File: src/rtl/pool_module.sv
// pool_module: 2x2 stride-2 max-pooling of four 4x4 feature maps.
// It reads each map from the scratchpad region (z = 1) one word per cycle, in
// window order, and writes 16 pooled words to output memory.
//
// Ports:
//   clk       rising-edge clock
//   reset     asynchronous active-low reset
//   start     one-cycle run request, sampled only in IDLE
//   busy      high from the first read cycle through the last write cycle
//   done      one-cycle pulse after the last write
//   sp_addr   scratchpad read address {1, y[3:0], x[3:0]}
//   sp_data   scratchpad read data, one cycle after sp_addr
//   out_addr  output memory write address
//   out_data  pooled value
//   out_we    write strobe, one cycle per pooled word
module pool_module #(
  parameter int unsigned DATA_W   = 16,
  parameter int unsigned NUM_K    = 4,
  parameter int unsigned OUT_BASE = 0
) (
  input  logic              clk,
  input  logic              reset,
  input  logic              start,
  output logic              busy,
  output logic              done,
  output logic [8:0]        sp_addr,
  input  logic [DATA_W-1:0] sp_data,
  output logic [9:0]        out_addr,
  output logic [DATA_W-1:0] out_data,
  output logic              out_we
);

  typedef enum logic [1:0] {StIdle, StRead, StDrain, StFin} state_e;

  localparam logic [1:0] KLast = 2'(NUM_K - 1);

  state_e state_q, state_d;

  // Read-side counters, nesting elem -> px -> py -> k.
  logic [1:0] elem_q, elem_d;
  logic       px_q, px_d;
  logic       py_q, py_d;
  logic [1:0] k_q, k_d;

  // Counter copy delayed one cycle so it lines up with sp_data.
  logic       vld_q;
  logic [1:0] elem_p_q;
  logic       px_p_q, py_p_q;
  logic [1:0] k_p_q;

  logic [DATA_W-1:0] max_q, max_d;
  logic [DATA_W-1:0] out_data_q, out_data_d;
  logic [9:0]        out_addr_q, out_addr_d;
  logic              out_we_q, out_we_d;
  logic [DATA_W-1:0] cand;

  always_comb begin
    state_d = state_q;
    elem_d  = elem_q;
    px_d    = px_q;
    py_d    = py_q;
    k_d     = k_q;
    unique case (state_q)
      StIdle: begin
        if (start) state_d = StRead;
      end
      StRead: begin
        elem_d = elem_q + 2'd1;
        if (elem_q == 2'd3) begin
          px_d = ~px_q;
          if (px_q) begin
            py_d = ~py_q;
            if (py_q) begin
              if (k_q == KLast) begin
                k_d     = 2'd0;
                state_d = StDrain;
              end else begin
                k_d = k_q + 2'd1;
              end
            end
          end
        end
      end
      StDrain: begin
        // The only write seen in DRAIN is the final one.
        if (out_we_q) state_d = StFin;
      end
      StFin: begin
        state_d = StIdle;
      end
      default: state_d = StIdle;
    endcase
  end

  always_comb begin
    cand       = (sp_data > max_q) ? sp_data : max_q;
    max_d      = max_q;
    out_data_d = out_data_q;
    out_addr_d = out_addr_q;
    out_we_d   = 1'b0;
    if (vld_q) begin
      max_d = (elem_p_q == 2'd0) ? sp_data : cand;
      if (elem_p_q == 2'd3) begin
        out_data_d = cand;
        out_we_d   = 1'b1;
        out_addr_d = 10'(OUT_BASE) + {6'd0, k_p_q, py_p_q, px_p_q};
      end
    end
  end

  always_ff @(posedge clk or negedge reset) begin
    if (!reset) begin
      state_q    <= StIdle;
      elem_q     <= 2'd0;
      px_q       <= 1'b0;
      py_q       <= 1'b0;
      k_q        <= 2'd0;
      vld_q      <= 1'b0;
      elem_p_q   <= 2'd0;
      px_p_q     <= 1'b0;
      py_p_q     <= 1'b0;
      k_p_q      <= 2'd0;
      max_q      <= '0;
      out_data_q <= '0;
      out_addr_q <= '0;
      out_we_q   <= 1'b0;
    end else begin
      state_q    <= state_d;
      elem_q     <= elem_d;
      px_q       <= px_d;
      py_q       <= py_d;
      k_q        <= k_d;
      vld_q      <= (state_q == StRead);
      elem_p_q   <= elem_q;
      px_p_q     <= px_q;
      py_p_q     <= py_q;
      k_p_q      <= k_q;
      max_q      <= max_d;
      out_data_q <= out_data_d;
      out_addr_q <= out_addr_d;
      out_we_q   <= out_we_d;
    end
  end

  // y = 4k + 2py + dy, x = 2px + dx (zero-extended to 4 bits).
  assign sp_addr  = (state_q == StRead) ?
                    {1'b1, k_q, py_q, elem_q[1], 2'b00, px_q, elem_q[0]} : 9'd0;
  assign busy     = (state_q == StRead) || (state_q == StDrain);
  assign done     = (state_q == StFin);
  assign out_addr = out_addr_q;
  assign out_data = out_data_q;
  assign out_we   = out_we_q;

endmodule

File: config.mk
export PLATFORM = sky130hd
export DESIGN_NAME = pool_module
export DESIGN_NICKNAME = d
export VERILOG_FILES = /design/src/rtl/pool_module.sv
export SDC_FILE = /design/constraint.sdc
export NUM_CORES = 1
export LEC_CHECK = 0
export CAP_MARGIN = 20
export CORE_MARGIN = 1
export CORE_UTILIZATION = 50
export DETAILED_ROUTE_END_ITERATION = 7
export PLACE_DENSITY = 0.83
export SLEW_MARGIN = 20
export SYNTH_ARGS = -nofsm -noshare
export SYNTH_HDL_FRONTEND = slang
export SYNTH_SLANG_ARGS = --single-unit
File: constraint.sdc
create_clock -name clk -period 6 [get_ports clk]
set_clock_uncertainty 0.2 [all_clocks]
set_input_delay 0.9 -clock clk [delete_from_list [all_inputs] [get_ports clk]]
set_output_delay 0.9 -clock clk [all_outputs]
set_load 0.005 [all_outputs]
After elaboration in Yosys (flattened, before gate mapping)
Index checks and enable logic that the tools add are counted.

Output and inout bits: 38. Bits of input ports: 19. Logic and storage cells: 52. Flip-flop bits (word level): 52.

Magnitude comparators: 1. Muxes and demuxes: 13. Add/subtract/negate cells: 2. Equality and inequality tests: 12. Reduce and logical (&&, ||, !) cells: 8. Bitwise operators: 2.

Operators by type and width (number): $mux W16 (2); $gt A16 B16 Y1 (1); $mux W2 (7); $ne A2 B2 Y1 const B (6); $eq A2 B2 Y1 const B (5); $mux W9 (1); $pmux W2 S4 (1); $reduce_and A6 Y1 (1); $add A2 B1 Y2 const B (2); $logic_not A2 Y1 (2); $reduce_and A2 Y1 (2); $reduce_and A4 Y1 (1); $reduce_and A3 Y1 (1); $eq A2 B1 Y1 const B (1); $mux W1 (2); $not A1 Y1 (2); $logic_or A1 B1 Y1 (1).

Logic depth before layout (Yosys ltp)
Gate-level depths: netlist of the first run.

Word-level depth: 6. Mapped depth: 9. Gate-level depth less buffers: 8.

Least setup slack after synthesis of the first run
No wires, ideal clock.

Path kind: input to register. From: input sp_data[15]. To: register max_q[10]. Path buffers: 1. Path slack: 3.012 ns. Stages on the path: 7. Arrival time: 2.663 ns. Cell sequence: ha_1 > nand4_2 > nor4_4 > a21bo_2 > a31oi_4 > buf_6 > mux2_4.

Cells in the longest elaborated chain, start to end: 3.

RTL lines: start, declared (RTL line 27) `input logic [DATA_W-1:0] sp_data,`; $gt A16 B16 Y1 (RTL line 96) `cand = (sp_data > max_q) ? sp_data : max_q;`; $mux W16 (RTL line 96); $mux W16 (RTL line 102) `max_d = (elem_p_q == 2'd0) ? sp_data : cand;`; end signal, assigned (RTL line 138) `max_q <= max_d;`; end, declared (RTL line 51) `logic [DATA_W-1:0] max_q, max_d;`.

No other way between the ends. A chain may end at the register's enable or synchronous reset.

Worst setup path after layout of the first run
From: input sp_data[14]. To: register max_q[6].

The elaborated chain is that of the path after synthesis.

==> results of run 1 <==
==> state kept, by name, indices dropped and copies added, names as in the netlist <==
name,cells
elem_p_q,2
elem_q,2
k_p_q,2
k_q,2
max_q,16
out_addr,4
out_data,16
out_we,1
px_p_q,1
px_q,1
py_p_q,1
py_q,1
state_q,2
vld_q,1
==> cell type report <==
class                           count  area [um2]
Timing Repair Buffer               50         490
Fill cell                         471        2060
Multi-Input combinational cell    175        1360
Tap cell                           72        90.1
Clock inverter                      3        25.0
Inverter                           21        78.8
Sequential cell                    52        1300
Clock buffer                        5        68.8
==> synthesized netlist by cell type (all sizes together), types with 3 or more instances <==
cell type / n
a21oi: 21
mux2: 18
nand2: 18
inv: 21
and3: 16
o21ai: 5
and2: 7
nor3: 3
clkbuf: 7
nor2: 4
buf: 12
o31a: 16
ha: 22
nand4: 6
dfrtp: 52
nand2b: 16
==> power by group <==
group | internal (mW) | total [mW] | switching, mW
Sequential | 0.350 | 0.350 | 0
Combinational | 0.0206 | 0.0469 | 0.0263
Clock | 0.0852 | 0.210 | 0.125
==> metal layers <==
layer / global-route usage [%] / vias up / part of all wire (%)
met5: 0 / - / 0
met1: 24.7 / 980 / 45
met3: 5.36 / 7 / 5.1
met4: 4.53 / 0 / 0.95
met2: 33.0 / 39 / 49
li1: - / 975 / -
==> how the worst max path moves through the flow <==
stage	startpoint	end	depth (start not counted)
2_1_floorplan	sp_data[15]	max_q[10]	7
3_3_place_gp	sp_data[14]	max_q[14]	8
3_5_place_dp	sp_data[14]	max_q[14]	8
4_1_cts	sp_data[14]	max_q[14]	8
5_1_grt	sp_data[15]	max_q[6]	8
6_report	sp_data[14]	max_q[6]	8
==> cells by family after synthesis <==
logic type / count (synthesis)
xor gates and xnor gates: 3
AOI/OAI and AO/OA: 49
buffers and inverters: 40
adders and majority gates: 22
DFF: 52
muxes: 18
other: 1
and+or+nand+nor: 75
==> results.md, run 1 <==
- Fraction of layout instances using a drive strength above 1: 12.1%
- # hold bufs at CTS: 0
- Final Hold Viols: 0
- Synth cell types: 34
- Die Footprint: 0.00597 mm2
- Initial antenna violation count: 0
- Power per cell area: 178 mW/mm2
- Placed instance area: 0.00332 mm2
- Finished Cell Area: 0.00342 mm2
- CTS Buf Count: 5
- Worst Max-Slew Pin Slew: 0.748 ns
- R2r endpoint: max_q[6]
- Synth area leaders: dfrtp_1 46%, ha_1 9.7%, mux2_4 5.3%
- Worst-case reg-to-reg path depth: 8
- Post-DP HPWL: 3670 um
- Leak: 1.68 nW
- Max Cap Viol: 0
- Status: completed
- Clk buf depth: 2
- Setup TNS: 0 ns
- Worst path buffer plus inverter count: 1
- Starting density of the core: 51.8%
- Antenna Cells: 0
- Critical path's top delay family: simple AND/OR/NAND/NOR gates
- Endpoint of the worst hold path: k_p_q[1]
- Most frequent cells in the layout: 52 x dfrtp_1, 47 x clkdlybuf4s50_1, 22 x ha_1, 21 x inv_1, 21 x a21oi_1
- Final core utilization: 62.4%
- CP max FO: 33
- Syn_area_per_cell: 10.9 um2
- Die W: 77.3 um
- Synth Area in Simple Gates: 15.6%
- Adder-cell share of the synthesized area: 9.72%
- Fin nets: 346
- Crit path arrival time: 3.81 ns
- R2r startpoint: max_q[14]
- GRT Total Usage: 19.5%
- Largest area contributor in the synthesized netlist: dfrtp_1
- Post-CTS setup buffer count: 0
- Post-route setup slack: 2.18 ns
- Peak VDD IR: 0.000126 V
- Flop2flop setup slack: 2.82 ns
- Compound-Gate Fraction of Synth Area: 12.3%
- Critical Path RT: 6.00 ns
- Final min period: 3.82 ns
- Multiplexer share of the synthesized area: 8.48%
- GPL Wtd Cong: 0.818
- Top-area cell type share of the netlist area: 45.9%
- Routed WL: 5240 um
- Layout area overhead: 20.6%
- Post-CTS Resized: 0
- PortBufs: 48
- First drt pass iteration count: 4
- Seq cells post-synth: 52
- Critical Path Slowest Stage Cell: nand4_2
- Largest family of logic cells by synthesized area: simple AND/OR/NAND/NOR gates
- Hold Path Class: reg2reg
- Non-Filler Instances: 378
- Sequential cell area fraction in the yosys report: 45.9%
- Root Buffer: clkbuf_8
- CP Capture Type: flip-flop
- Clk_lat worst skew: 0.31 ns
- Largest net degree at the start of global routing: 53
- # H-tree levels: 2
- RSZ-0062 raised after global routing: false
- Place WS: 1.86 ns
- # placed instances: 370
- Synth Flop Type: dfrtp_1
- DRT iter0 DRCs: 66
- Async set-reset flop share out of synthesis: 100%
- Total gr overflow: 0
- Post-synth EDFFs: 0
- Clk slew on worst S/H paths: 0.10 ns
- Slew margin rel.: 50.1%
- Hold_sp: k_q[1]
- First-pass GRT wire length: 9230 um
- Vias: 2001
- Final-report max-slew violation count: 0
- Ports: 57
- Worst path max stage delay: 0.62 ns
- Tot Pwr: 0.607 mW
- Setup violators final: 0
- Final antenna-violating net count: 0
- WHS Path Cells: 0
- Clk sinks: 52
- TritonCTS clock tree: built
- Vias in the first global route: 1998
- Critical-path cell list: clkdlybuf4s50_1 > ha_1 > nand4_2 > nor4_4 > nand4_2 > o21ai_2 > a31oi_4 > mux2_4
- Vias per Instance: 5.29
- FMAX: 0.262 GHz
- Fin crit share: 63.6%
- Post-Syn Instances: 260
- Cell repeated most along the worst path: nand4_2
- DRC Markers: 0
- Post-synthesis cell area: 0.00283 mm2
- Synth Area in XOR/XNOR: 0.928%
- Critical path class: in2reg
- Yosys warning count: 0
- Most common cell after layout, fill and taps aside: dfrtp_1
- Cell row count: 27
- Mean routed wirelength per cell: 13.9 um
- Hold_ws: 0.236 ns
- Die Height: 77.3 um
- CORE AREA: 0.00547 mm2
- CP startpoint kind: input port
No activity file was read; power rests on OpenSTA's default activity.
==> run 2: changes to the inputs <==
- CORE_UTILIZATION: 50 -> 47
- PLACE_DENSITY: 0.83 -> 0.82
- clock period: 6 -> 3.2 ns (I/O delays scaled with it)
==> results.md, run 2 (same netlist as run 1, synthesis figures left out) <==
- Starting density of the core: 50.2%
- Mean routed wirelength per cell: 14.6 um
- Final core utilization: 62.1%
- Clk_lat worst skew: 0.31 ns
- Crit path arrival time: 2.79 ns
- First drt pass iteration count: 4
- Leak: 1.72 nW
- Fraction of layout instances using a drive strength above 1: 13.8%
- Fin crit share: 87.1%
- Final min period: 2.79 ns
- Routed WL: 5610 um
- Total gr overflow: 0
- Critical Path RT: 3.20 ns
- Slew margin rel.: 54.9%
- Setup TNS: 0 ns
- Most common cell after layout, fill and taps aside: dfrtp_1
- Worst Max-Slew Pin Slew: 0.674 ns
- Post-CTS Resized: 0
- CP startpoint kind: input port
- Final-report max-slew violation count: 0
- GRT Total Usage: 19.2%
- Die Footprint: 0.00634 mm2
- First-pass GRT wire length: 9380 um
- Layout area overhead: 23.7%
- CTS Buf Count: 5
- Ports: 57
- DRT iter0 DRCs: 97
- # hold bufs at CTS: 0
- CP Capture Type: flip-flop
- Clk slew on worst S/H paths: 0.09 ns
- Failing checks: hold timing
- M1 WL: 2450 um
- Hold Path Class: in2async
- Clk buf depth: 2
- GPL Wtd Cong: 0.788
- Vias per Instance: 5.28
- Most frequent cells in the layout: 52 x dfrtp_1, 47 x clkdlybuf4s50_1, 22 x ha_1, 21 x inv_1, 21 x a21oi_1
- Power per cell area: 344 mW/mm2
- Critical path class: in2reg
- Root Buffer: clkbuf_8
- # H-tree levels: 2
- CP max FO: 12
- Peak VDD IR: 0.000198 V
- Met2 routed WL: 2770 um
- Largest net degree at the start of global routing: 33
- PortBufs: 48
- RSZ-0062 raised after global routing: false
- Hold_ws: -0.0188 ns
- FMAX: 0.359 GHz
- Max Cap Viol: 0
- Post-DP HPWL: 4060 um
- Antenna Cells: 0
- CORE AREA: 0.00564 mm2
- TritonCTS clock tree: built
- Vias: 2026
- Status: complete, but fails checks
- Die W: 79.6 um
- Fill cell count: 458
- Post-CTS setup buffer count: 0
- Vias in the first global route: 2055
- Met3 wire length: 279 um
- Final Hold Viols: 27
- Cell row count: 27
- Die Height: 79.6 um
- Setup violators final: 0
- Final antenna-violating net count: 0
- Fin nets: 352
- Initial antenna violation count: 0
- Top Metal Used: met4
- Clk sinks: 52
- DRC Markers: 0
-- run 2: cell type report --
type                            count  area (um2)  area share (%)
Multi-Input combinational cell    175        1360            38.9
Sequential cell                    52        1300            37.1
Timing Repair Buffer               56         561            16.0
Tap cell                           72        90.1            2.57
Inverter                           21        78.8            2.25
Clock buffer                        5        68.8            1.96
Clock inverter                      3        42.5            1.21
-- run 2: stage by stage --
step	hold WS (ns)	total power, mW	area, um2	worst slack, ns	std cells
floorplan	-0.0156	0.718	2860	0.632	267
global placement	0.207	0.764	3390	0.162	376
detailed placement	0.206	0.767	3390	0.0927	376
CTS	0.00781	1.22	3500	0.415	384
global route	0.0249	1.25	3500	0.335	384
finish	-0.0188	1.21	3500	0.414	384
-- run 2: metal layers --
layer / vias to the layer above / track usage, %
li1: 980 / -
met1: 973 / 23.7
met2: 58 / 32.3
met3: 15 / 4.46
met4: 0 / 7.45
met5: - / 0
-- run 2: critical path: stages --
cell and delay (ns):
clkdlybuf4s50_1 0.46, ha_1 0.33, nand4_2 0.18, nor4_4 0.34, a21bo_2 0.29, a31oi_4 0.18, buf_12 0.18, mux2_2 0.34
-- run 2: power breakdown --
group          total [mW]  switching, mW  leakage (nW)  internal, mW
clock               0.454          0.222        0.0541         0.232
combinational      0.0964         0.0521         0.948        0.0443
sequential          0.656              0         0.722         0.656
total                1.21          0.274          1.72         0.932
-- run 2: final timing paths --
kind                       slack [ns]         from  depth (start not counted)           end
max in group asynchronous        2.06        reset                          2          px_q
hold / removal                  -0.02        reset                          1  out_data[11]
setup reg to reg                 0.63    max_q[14]                          8      max_q[0]
min in group clk                 0.23       k_q[1]                          0      k_p_q[1]
hold reg to reg                  0.23       k_q[1]                          0      k_p_q[1]
setup / recovery                 0.41  sp_data[14]                          8      max_q[0]
==> run 3: changes to the inputs <==
- SKIP_LAST_GASP: default -> 1
==> results of run 3 <==
No change in the layout: final DEF, timing and power equal those of run 2.
